`src/rtl/sw_popcount_pkg.sv`:
```
// rtl/sw_popcount_pkg.sv - mode encodings and popcount/compare helpers for sw_popcount_matcher
package sw_popcount_pkg;

    localparam int POP_MAX_W = 32;

    typedef enum logic [1:0] {
        MODE_EQ  = 2'b00,
        MODE_GE  = 2'b01,
        MODE_LE  = 2'b10,
        MODE_ODD = 2'b11
    } mode_e;

    function automatic logic [5:0] popcount(input logic [POP_MAX_W-1:0] vec);
        logic [5:0] c;
        c = '0;
        for (int i = 0; i < POP_MAX_W; i++) begin
            c = c + {5'd0, vec[i]};
        end
        return c;
    endfunction

    // Operands are zero-extended by the caller so the compare is unsigned at any CNT_W.
    function automatic logic compare(input logic [7:0] pop, input logic [7:0] target,
                                     input logic [1:0] mode);
        logic r;
        case (mode)
            MODE_EQ:  r = (pop == target);
            MODE_GE:  r = (pop >= target);
            MODE_LE:  r = (pop <= target);
            default:  r = pop[0];
        endcase
        return r;
    endfunction

endpackage

```
`src/rtl/sw_popcount_matcher_debounce.sv`:
```
// rtl/sw_popcount_matcher_debounce.sv - sw_debounce: 2-flop synchroniser plus stable-count debounce for one channel
module sw_debounce #(
    parameter int W          = 4,
    parameter int DEB_CYCLES = 4
) (
    input  logic         clk_i,
    input  logic         rst_i,
    input  logic [W-1:0] sw_i,
    output logic [W-1:0] stable_o
);

    localparam int DW = (DEB_CYCLES > 1) ? $clog2(DEB_CYCLES) : 1;
    localparam logic [DW-1:0] DCNT_LAST = DW'(DEB_CYCLES - 1);

    logic [W-1:0]  sync1_q, sync2_q;
    logic [W-1:0]  cand_q, cand_d;
    logic [W-1:0]  stable_q, stable_d;
    logic [DW-1:0] dcnt_q, dcnt_d;

    always_comb begin
        cand_d   = cand_q;
        dcnt_d   = dcnt_q;
        stable_d = stable_q;
        if (sync2_q != cand_q) begin
            cand_d = sync2_q;
            dcnt_d = '0;
        end else if (dcnt_q == DCNT_LAST) begin
            stable_d = cand_q;
        end else begin
            dcnt_d = dcnt_q + DW'(1);
        end
    end

    always_ff @(posedge clk_i or posedge rst_i) begin
        if (rst_i) begin
            sync1_q  <= '0;
            sync2_q  <= '0;
            cand_q   <= '0;
            dcnt_q   <= '0;
            stable_q <= '0;
        end else begin
            sync1_q  <= sw_i;
            sync2_q  <= sync1_q;
            cand_q   <= cand_d;
            dcnt_q   <= dcnt_d;
            stable_q <= stable_d;
        end
    end

    assign stable_o = stable_q;

endmodule

```
`src/rtl/sw_popcount_matcher.sv`:
```
// rtl/sw_popcount_matcher.sv - per-channel debounced switch popcount compare driving LEDs; MATCH_COUNT_EN adds match counters
module sw_popcount_matcher
    import sw_popcount_pkg::*;
#(
    parameter int N_CH       = 2,
    parameter int CH_W       = 4,
    parameter int DEB_CYCLES = 4,
    localparam int CNT_W     = $clog2(CH_W + 1)
) (
    input  logic                  clk,
    input  logic                  reset,
    input  logic [N_CH*CH_W-1:0]  sw,
    input  logic [N_CH*CNT_W-1:0] target,
    input  logic [N_CH*2-1:0]     mode,
`ifdef MATCH_COUNT_EN
    output logic [N_CH*8-1:0]     match_cnt,
`endif
    output logic [N_CH-1:0]       led
);

    logic [N_CH-1:0] led_q, led_d;

    for (genvar c = 0; c < N_CH; c++) begin : g_ch
        logic [CH_W-1:0]  stable;
        logic [CNT_W-1:0] pop;

        sw_debounce #(
            .W          (CH_W),
            .DEB_CYCLES (DEB_CYCLES)
        ) u_deb (
            .clk_i    (clk),
            .rst_i    (reset),
            .sw_i     (sw[c*CH_W +: CH_W]),
            .stable_o (stable)
        );

        assign pop      = CNT_W'(popcount(POP_MAX_W'(stable)));
        assign led_d[c] = compare(8'(pop), 8'(target[c*CNT_W +: CNT_W]), mode[c*2 +: 2]);

`ifdef MATCH_COUNT_EN
        logic [7:0] cnt_q, cnt_d;

        // A rising led_d against the current led_q is exactly a 0->1 transition on the next edge.
        always_comb begin
            cnt_d = cnt_q;
            if (led_d[c] && !led_q[c] && (cnt_q != 8'hFF)) begin
                cnt_d = cnt_q + 8'd1;
            end
        end

        always_ff @(posedge clk or posedge reset) begin
            if (reset) begin
                cnt_q <= '0;
            end else begin
                cnt_q <= cnt_d;
            end
        end

        assign match_cnt[c*8 +: 8] = cnt_q;
`endif
    end

    always_ff @(posedge clk or posedge reset) begin
        if (reset) begin
            led_q <= '0;
        end else begin
            led_q <= led_d;
        end
    end

    assign led = led_q;

endmodule

```
`config.mk`:
```
export PLATFORM = sky130hd
export DESIGN_NAME = sw_popcount_matcher
export DESIGN_NICKNAME = d
export VERILOG_FILES = /design/src/rtl/sw_popcount_pkg.sv /design/src/rtl/sw_popcount_matcher_debounce.sv /design/src/rtl/sw_popcount_matcher.sv
export SDC_FILE = /design/constraint.sdc
export NUM_CORES = 1
export LEC_CHECK = 0
export ABC_AREA = 1
export CORE_UTILIZATION = 45
export CTS_CLUSTER_DIAMETER = 100
export DETAILED_ROUTE_END_ITERATION = 7
export PLACE_DENSITY = 0.64
export SYNTH_ARGS = -nofsm -noshare
export SYNTH_HDL_FRONTEND = slang
export SYNTH_SLANG_ARGS = --single-unit
```
`constraint.sdc`:
```
create_clock -name clk -period 3.8 [get_ports clk]
set_input_delay 0.38 -clock clk [delete_from_list [all_inputs] [get_ports clk]]
set_output_delay 0.38 -clock clk [all_outputs]
set_load 0.03 [all_outputs]
```
======== Word level (Yosys, flattened, before mapping) ========
Cells that the tools add are included.
word-level totals
  bits of input ports ..................... 20
  bits in latches ......................... 0
  register bits after elaboration ......... 38
  memories kept ........................... 0
  bits in read-only memories .............. 0
  bits in writable memories ............... 0
  output and inout bits ................... 2
cells by class
  bitwise gates (word level) .............. 2
  reductions and logical operators ........ 4
  $lt $le $gt $ge ......................... 4
  add/sub/neg operators ................... 8
  divide/modulo/power cells ............... 0
  muxes and demuxes ....................... 6
  multiply operators ...................... 0
  shifts and indexed selects .............. 0
  eq/ne operators ......................... 12
operator list
  cell                                                             number
  2-bit == test, second input constant                             4
  2-bit 2-to-1 mux                                                 4
  4-bit != test                                                    2
  2-bit by 1-bit adder with 3-bit output                           2
  3-bit by 1-bit adder with 3-bit output                           2
  3-bit == test                                                    2
  3-bit greater-or-equal comparator                                2
  3-bit less-or-equal comparator                                   2
  1-bit one-hot mux with 3 select lines                            2
  1-bit by 1-bit adder with 2-bit output                           2
  2-bit by 1-bit adder with 2-bit output, second input constant    2
  2-bit by 1-bit == test with 1-bit output, second input constant  2
  2-bit zero test                                                  2
  2-bit by 1-bit != test with 1-bit output, second input constant  2
  2-bit AND reduction                                              2
  1-bit NOT                                                        2

======== Depth between registers and ports, before layout ========
Gate-level depths: netlist of the first run.
  depth after elaboration ................. 5
  mapped depth ............................ 11
  mapped depth without buffers ............ 11

======== By module ========
Synthesis of the first run repeated with hierarchy kept, for this count alone.
second synthesis, totals
  cell total of the unflattened synthesis .. 174
  area, all modules ....................... 1778.0 µm²
modules (own cells, without submodules)
  module               cells an instance  instances  area an instance (µm²)
  sw_debounce          65                 2          711.9
  sw_popcount_matcher  44                 1          354.1

======== Worst setup path after synthesis of the first run ========
Ideal clock, no wire load.
  path type ............................... register -> register
  from .................................... reg g_ch[0].u_deb.stable_q[0]
  to ...................................... reg led_q[0] (netlist: led[0])
  period minus slack after synthesis ...... 2.023 ns
  buffers on the path ..................... 0
  data arrival time ....................... 1.910 ns
  data required time ...................... 3.687 ns
  path slack .............................. 1.777 ns
  stages on the path, launching flop included .. 11
  cell sequence ........................... dfrtp_1 fa_1 ha_1 ha_1 ha_1 a21oi_1 nand2_1 nand2_1 nand3_1 nand2_1 inv_1
on the way
  word-level cells in the longest chain between the ends .. 5
  elaborated cells on any way between the ends .. 7
ends and longest elaborated chain
  what                                                    RTL line                            source
  start, declared                                         sw_popcount_matcher_debounce.sv:17  logic [W-1:0] stable_q, stable_d;
  start signal, assigned                                  sw_popcount_matcher_debounce.sv:46  stable_q <= stable_d;
  1-bit by 1-bit adder with 2-bit output (*)              sw_popcount_pkg.sv:17               c = c + {5'd0, vec[i]};
  2-bit by 1-bit adder with 3-bit output (*)              sw_popcount_pkg.sv:17
  3-bit by 1-bit adder with 3-bit output (*)              sw_popcount_pkg.sv:17
  3-bit less-or-equal comparator (tied with other cells)  sw_popcount_pkg.sv:29               MODE_LE: r = (pop <= target);
  1-bit one-hot mux with 3 select lines (*)               sw_popcount_pkg.sv:26               case (mode)
  named net led_d[0]                                      sw_popcount_matcher.sv:21           logic [N_CH-1:0] led_q, led_d;
  end signal, assigned                                    sw_popcount_matcher.sv:67           led_q <= led_d;
  end, declared                                           sw_popcount_matcher.sv:21
The timed path passes the listed nets; every way through them passes the cells marked *.
A chain may end at the register's enable or synchronous reset.

======== Final worst setup path of the first run ========
Ends and elaborated chain as after synthesis.

==> results of run 1 <==
==> flip-flops by register name (all words and copies together), names as in the netlist <==
| signal | flops |
|---|---|
| g_ch.u_deb.cand_q | 8 |
| g_ch.u_deb.stable_o | 8 |
| g_ch.u_deb.sync1_q | 8 |
| g_ch.u_deb.sync2_q | 8 |
| g_ch.u_deb.dcnt_q | 4 |
| led | 2 |
==> area by class of cell <==
type | count | area [um^2]
timing repair buffer | 22 | 217.7
clock inverter | 3 | 68.82
clock buffer | 5 | 68.82
sequential | 38 | 950.9
inverter | 25 | 93.84
fill | 312 | 1573
multi-input combinational | 97 | 628.1
tap | 48 | 60.06
==> logic make-up (layout without fill, tap and decap cells) <==
group / count (synthesis) / in the layout / synth area share
AOI/OAI and AO/OA: 3 / 3 / 0.01023
muxes: 2 / 2 / 0.01169
xor gates and xnor gates: 2 / 2 / 0.01023
buffers and inverters: 35 / 55 / 0.07816
adders and majority gates: 14 / 14 / 0.1110
and+or+nand+nor: 76 / 76 / 0.2235
DFF: 38 / 38 / 0.5551
==> through the flow <==
step,total power [mW],hold slack (ps)
floorplan,0.4846,331.2
global placement,0.5120,331.4
detailed placement,0.5178,335.5
CTS,0.9279,352.3
global route,0.9622,360.2
finish,0.9158,347.4
==> worst max-delay path, cell delays in order, from the launching register on <==
cell,delay (ps)
dfrtp_1,410
fa_1,480
ha_1,190
ha_1,180
ha_1,300
a21oi_1,210
nand2_1,70
nand2_1,60
nand3_1,80
nand2_1,70
inv_1,30
==> cells in the final DEF, fill, tap and decap left out, drive strengths merged, types with 2 or more instances in the layout <==
cell and count:
a21oi 2, bufinv 2, clkbuf 5, clkdlybuf4s50 21, dfrtp 38, fa 2, ha 12, inv 25
mux2i 2, nand2 47, nand3 9, nand4 8, nor2 11, xor2 2
==> final timing paths <==
check,to,cells after the start
min reg2reg,g_ch[0].u_deb.sync2_q[2],0
min in group asynchronous,led[0],3
max in group asynchronous,g_ch[0].u_deb.sync1_q[1],3
max reg2reg,led[0],10
min,g_ch[0].u_deb.sync2_q[2],0
max,led[0],10
==> layer usage <==
layer | GRT usage | up-vias | routed length (um)
met1 | 0.1574 | 508 | 1083
met4 | 0.07670 | 0 | 45
met5 | 0 | - | 0
li1 | - | 563 | -
met3 | 0.05978 | 4 | 120
met2 | 0.2606 | 30 | 1324
==> where the power goes <==
| part | switching, mW | internal, mW | total [mW] |
|---|---|---|---|
| Clock | 0.145 | 0.263 | 0.408 |
| Combinational | 0.0413 | 0.0366 | 0.0779 |
| Sequential | 0.00946 | 0.421 | 0.430 |
==> flow_summary.toml, run 1 <==
[floorplan]
coreArea_um2 = 3661
start_util = 0.4679
rows = 22
io_pins = 22
die_y_um = 63.70
fp.dieW_um = 63.70
die-area_um2 = 4057

[place]
post-place-ws_ps = 1620
numPortBuffers = 21
gp_congestion = 0.7482
place_area_um2 = 1951
hpwlAfterDp_um = 1867
dp_cells = 230

[yosys]
yosys-top-cells-area = "dfrtp_1 (56%), nand2_1 (9.6%), ha_1 (8.8%), inv_1 (5.5%), nand4_1 (2.9%)"
synth_seq_cells = 38
netlist_area_um2 = 1713
yosysTopAreaCellShare = 0.5551
ys_warn_count = 0
synth_most_common_cell = "nand2_1"
netlist_instances = 170
yosysUniqueCellTypes = 18
synth_top_cell_by_area = "dfrtp_1"
seq_area_frac_synth = 0.5551
async_reset_ff_frac = 1.000
ys_top_cells_by_count = "nand2_1 (44), dfrtp_1 (38), inv_1 (25)"
synthFlopType = "dfrtp_1"
syn_area_per_cell_um2 = 10.08
synth_edf_count = 0
syn_nets = 204

[status]
status = "finished clean"

[critical_path]
crit_fanout = 3
required_ps = 3990
r2r_setup_slack_ps = 1620
reg2reg_from = "g_ch[0].u_deb.stable_o[0]"
cp.arrival_ps = 2370
setup.worst_path.start = "g_ch[0].u_deb.stable_o[0]"
cp-end-kind = "register"
start_kind = "register"
crit_type = "reg -> reg"

[cts]
cts_setup_buffers = 0
root_buffer = "clkbuf_8"
cts_htree_levels = 2
path_clk_slew_ps = 80
hold_buffers = 0
numClockSinks = 38
cts_buffer_depth = 2
cts_tree = "done"
cts_buffers = 5
cts_resized = 0
clock_latency_ps = 290

[power]
leakagePower_nw = 1.115
p_per_area_nw_per_um2 = 438.6
ir_drop_mv = 0.2829

[hold_path]
min_path_type = "reg -> reg"
min-delay-start = "g_ch[0].u_deb.sync1_q[2]"

[timing]
setup_viol = 0
slew_headroom = 0.6948
hold_viol = 0
drv_slew = 0
tns_ps = 0
rsz0062_at_grt = "false"
worst_slack_ps = 1624
skew_ps = 6.127
tightest_slew_ps = 457.8
fin_crit_ps = 2176
period_share = 0.5727
max_freq_mhz = 459.5

[drt]
routed_wl_um = 2574
ant_nets = 0
dr_total_vias = 1105
drc = 0
drt_iter0_markers = 19
wire_per_inst_um = 10.82
vias_per_cell = 4.643
first_pass_iters = 4

[global_routing]
grt.total_usage = 0.1512
overflow = 0
antenna_found_initial = 0
grt_max_degree = 39
grt_pass1_vias = 1095
grt_pass1_wl_um = 4478

[finish]
design_area_um2 = 2088
drive_above_1_share = 0.09474
fin_util = 0.5704
nets = 223
area_growth_pct = 21.91
antennaDiodeCount = 0
layout.cells.non_filler = 238

[job]
maxCapViolCount = 0
Power figures use the tool's default switching activity.
==> inputs of run 2 (changes only) <==
- clock period: 3.8 -> 2.1 ns (I/O delays scaled with it)
==> run 2 against run 1 <==
Total power up 81%. Count of clock-buffer cells in the layout did not move. Worst setup slack worse by 1600 ps. Sequential power increased by 81%. Die area did not move. Clock skew shrank 1.0 ps. Combinational power is 89% higher. Fmax grew 4.1%. Critical path depth shrank 1. Critical path type unchanged. Critical endpoint is now led[1]. Largest cell class unchanged. Largest power group unchanged. Highest routed layer unchanged.
==> flow_summary.toml, run 2 (same netlist as run 1, synthesis figures left out) <==
[floorplan]
die_y_um = 63.70
coreArea_um2 = 3661
die-area_um2 = 4057
fp.dieW_um = 63.70
io_pins = 22
start_util = 0.4679
rows = 22

[timing]
drv_slew = 0
fin_crit_ps = 2090
worst_slack_ps = 10.20
tightest_slew_ps = 455.9
hold_viol = 0
max_freq_mhz = 478.5
tns_ps = 0
slew_headroom = 0.6961
rsz0062_at_grt = "true"
setup_viol = 0
period_share = 0.9951
skew_ps = 5.078

[cts]
cts_buffers = 5
cts_htree_levels = 2
cts_tree = "done"
cts_buffer_depth = 2
path_clk_slew_ps = 80
clock_latency_ps = 290
hold_buffers = 0
numClockSinks = 38
root_buffer = "clkbuf_8"

[critical_path]
slowest_delay_ps = 550
cp.depth = 9
crit_type = "reg -> reg"
cp-end-kind = "register"
cp-endpoint = "led[1]"
required_ps = 2280
path_cells = "fa_1, ha_2, ha_4, ha_4, nand3b_1, nand3_1, nand2_1, nor2_1, nor2_1"
reg2reg_from = "g_ch[1].u_deb.stable_o[3]"
reg2reg_depth = 9
critPathBufInv = 0
start_kind = "register"
cp_slowest_cell = "fa_1"
cp.arrival_ps = 2270
r2r_setup_slack_ps = 10
cp_top_family = "adder cells"
worstReg2RegEnd = "led[1]"
setup.worst_path.start = "g_ch[1].u_deb.stable_o[3]"
crit_fanout = 2

[global_routing]
antenna_found_initial = 0
grt.total_usage = 0.1535
grt_pass1_vias = 1109
grt_max_degree = 39
overflow = 0
grt_pass1_wl_um = 4657

[power]
leakagePower_nw = 1.114
ir_drop_mv = 0.5571
p_per_area_nw_per_um2 = 757.1

[place]
gp_congestion = 0.7483
post-place-ws_ps = -61.88
dp_cells = 230
numPortBuffers = 21
hpwlAfterDp_um = 1871

[drt]
routed_wl_um = 2642
drc = 0
first_pass_iters = 4
dr_total_vias = 1126
wire_per_inst_um = 11.01
ant_nets = 0
vias_per_cell = 4.692
drt_iter0_markers = 22

[status]
status = "finished clean"

[finish]
area_growth_pct = 27.90
drive_above_1_share = 0.1563
layout_commonest_cell = "nand2_1"
nets = 225
final_cell_mix = "nand2_1 (44), dfrtp_1 (38), inv_1 (25)"
antennaDiodeCount = 0
layout.cells.non_filler = 240

[hold_path]
min_path_type = "in -> async"

[job]
maxCapViolCount = 0
-- run 2: cell count changes in the layout (fill, tap and decap cells not counted) --
cell,before,now
buf_4,1,3
a21oi_4,0,1
a21oi_2,0,1
ha_4,0,5
ha_2,0,2
nand3_1,7,6
nand3_2,0,1
ha_1,12,5
a21oi_1,2,0
-- run 2: timing repair --
item,in CTS,in global routing
setup buffers,2,0
pin swaps,1,8
gates resized for setup,6,5
endpoints found under the setup margin,2,2
-- run 2: how the worst min path moves through the flow --
stage                              from                        to  cells after the start
2_1_floorplan                     sw[0]  g_ch[0].u_deb.sync1_q[0]                      0
5_1_grt                           sw[4]  g_ch[1].u_deb.sync1_q[0]                      1
6_report                          reset                    led[0]                      3
4_1_cts                           sw[7]  g_ch[1].u_deb.sync1_q[3]                      1
3_5_place_dp   g_ch[1].u_deb.sync1_q[2]  g_ch[1].u_deb.sync2_q[2]                      0
3_3_place_gp   g_ch[1].u_deb.sync1_q[3]  g_ch[1].u_deb.sync2_q[3]                      0
-- run 2: tightest hold or removal path, delay by kind of cell --
family / cells / cell delay [ps]
buffers and inverters: 3 / 860
-- run 2: area by class of cell --
| class | count | area [um^2] |
|---|---|---|
| clock buffers | 5 | 68.82 |
| repair buffers | 24 | 232.7 |
| clock inverters | 3 | 68.82 |
| multi-input cells | 97 | 715.7 |
| fillers | 287 | 1470 |
| well taps | 48 | 60.06 |
| inverters | 25 | 93.84 |
| flip-flops and latches | 38 | 950.9 |
-- run 2: report_power, final --
part | internal (mW) | switching (mW)
Combinational | 0.0694 | 0.0781
Sequential | 0.762 | 0.0172
Clock | 0.476 | 0.257
-- run 2: metrics by stage --
| step | cell area (um^2) | util | power (mW) | hold slack (ps) |
|---|---|---|---|---|
| final | 2191 | 0.5984 | 1.659 | 342.5 |
| after global routing | 2191 | 0.5984 | 1.737 | 345.6 |
| after CTS | 2153 | 0.5882 | 1.675 | 345.6 |
| after detailed placement | 1951 | 0.5328 | 0.9366 | 335.5 |
| after global placement | 1951 | 0.5328 | 0.9265 | 331.4 |
| after floorplan | 1713 | - | 0.8768 | 241.4 |
-- run 2: layer usage --
metal,up-vias,track usage,share of wire
li1,563,-,-
met1,529,0.1716,0.43
met2,28,0.2606,0.50
met3,6,0.03804,0.038
met4,0,0.09375,0.026
met5,-,0,0
==> inputs of run 3 (changes only) <==
- CORE_MARGIN: not set -> 3
==> run 3 against run 2 <==
Clock power rose by 2%. Die area rose by 13%. Sequential cell count did not move. Critical endpoint unchanged. Count of clock-buffer cells in the layout rose by 1. Worst setup slack improved by 34 ps. Total power rose by 0.65%. Critical path type unchanged. Largest power group unchanged. Clock skew fell by 3.1 ps.
==> flow_summary.toml, run 3 (same netlist as run 1, synthesis figures left out) <==
[power]
ir_drop_mv = 0.5091
p_per_area_nw_per_um2 = 759.4
p_total_mw = 1.669
leakagePower_nw = 1.115

[timing]
drv_slew = 0
rsz0062_at_grt = "true"
skew_ps = 1.997
worst_slack_ps = 44.68
hold_viol = 0
period_share = 0.9787
max_freq_mhz = 486.5
tns_ps = 0
slew_headroom = 0.6980
holdWs_ps = 329.6
setup_viol = 0
tightest_slew_ps = 453.1
fin_crit_ps = 2055

[finish]
layout_commonest_cell = "nand2_1"
multi_input_area_um2 = 720.7
drive_above_1_share = 0.1615
ff_latch_area_um2 = 950.9
design_area_um2 = 2198
layout.cells.non_filler = 238
antennaDiodeCount = 0
final_cell_mix = "nand2_1 (44), dfrtp_1 (38), inv_1 (25)"
fin_util = 0.6291
n_fill_cell = 284
nets = 225
area_growth_pct = 28.34

[place]
post-place-ws_ps = -56.40
place_area_um2 = 1948
gp_congestion = 0.7028
dp_cells = 228
numPortBuffers = 21
hpwlAfterDp_um = 1783

[floorplan]
start_util = 0.4902
die-area_um2 = 4583
io_pins = 22
rows = 21
coreArea_um2 = 3495
die_y_um = 67.70
fp.dieW_um = 67.70

[cts]
root_buffer = "clkbuf_8"
cts_tree = "done"
cts_buffer_depth = 2
cts_htree_levels = 2
clock_latency_ps = 280
numClockSinks = 38
hold_buffers = 0
cts_buffers = 5
path_clk_slew_ps = 70

[global_routing]
grt_max_degree = 39
grt.total_usage = 0.1277
overflow = 0
grt_pass1_vias = 1090
antenna_found_initial = 0
grt_pass1_wl_um = 4347

[drt]
wire_per_inst_um = 10.57
ant_nets = 0
first_pass_iters = 4
drt_iter0_markers = 12
routed_wl_um = 2515
vias_per_cell = 4.651
drc = 0
dr_total_vias = 1107

[critical_path]
crit_fanout = 2
reg2reg_depth = 9
cp-end-kind = "register"
start_kind = "register"
cp.arrival_ps = 2230
crit_type = "reg -> reg"
required_ps = 2280

[job]
maxCapViolCount = 0

[status]
status = "finished clean"

[hold_path]
min_path_type = "in -> async"
[run 3: power breakdown]
group	internal, mW	switching, mW
clock network	0.506	0.238
registers	0.762	0.0163
logic	0.0700	0.0767
[run 3: worst paths after layout]
kind	from	end	slack, ps
worst max-delay path	g_ch[1].u_deb.stable_o[0]	led[1]	40
worst min-delay path	reset	g_ch[1].u_deb.sync1_q[3]	330
worst max register to register	g_ch[1].u_deb.stable_o[0]	led[1]	40
worst min register to register	g_ch[0].u_deb.sync1_q[2]	g_ch[0].u_deb.sync2_q[2]	350
max in group asynchronous	reset	g_ch[1].u_deb.dcnt_q[0]	1450
min in group clk	g_ch[0].u_deb.sync1_q[2]	g_ch[0].u_deb.sync2_q[2]	350
[run 3: repair_timing]
action | 4_1_cts | 5_1_grt
resized for setup | 7 | 4
buffers inserted | 2 | 0
endpoints found under the hold margin | 0 | 0
setup endpoints to repair | 2 | 2
pin swaps | 0 | 1
[run 3: metal layers]
metal,vias to the layer above,track usage,share of wire
li1,563,-,-
met1,515,0.1270,0.43
met2,24,0.2442,0.50
met3,5,0.03993,0.059
met4,0,0.04557,0.011
met5,-,0,0
[run 3: final cells by class]
cell class              count  area share
multi-input cells          97      0.3278
well taps                  46     0.02618
inverters                  25     0.04269
clock inverters             2     0.02732
flip-flops and latches     38      0.4326
clock buffers               6     0.03756
repair buffers             24      0.1059
[run 3: critical path, cell delays in order (launching register included)]
cell and delay [ps]:
dfrtp_1 400, fa_1 540, ha_2 180, ha_4 200, ha_4 260, nand3b_1 90, nand3_1 100, nand2_1 50
nor2_1 80, nor2_1 40
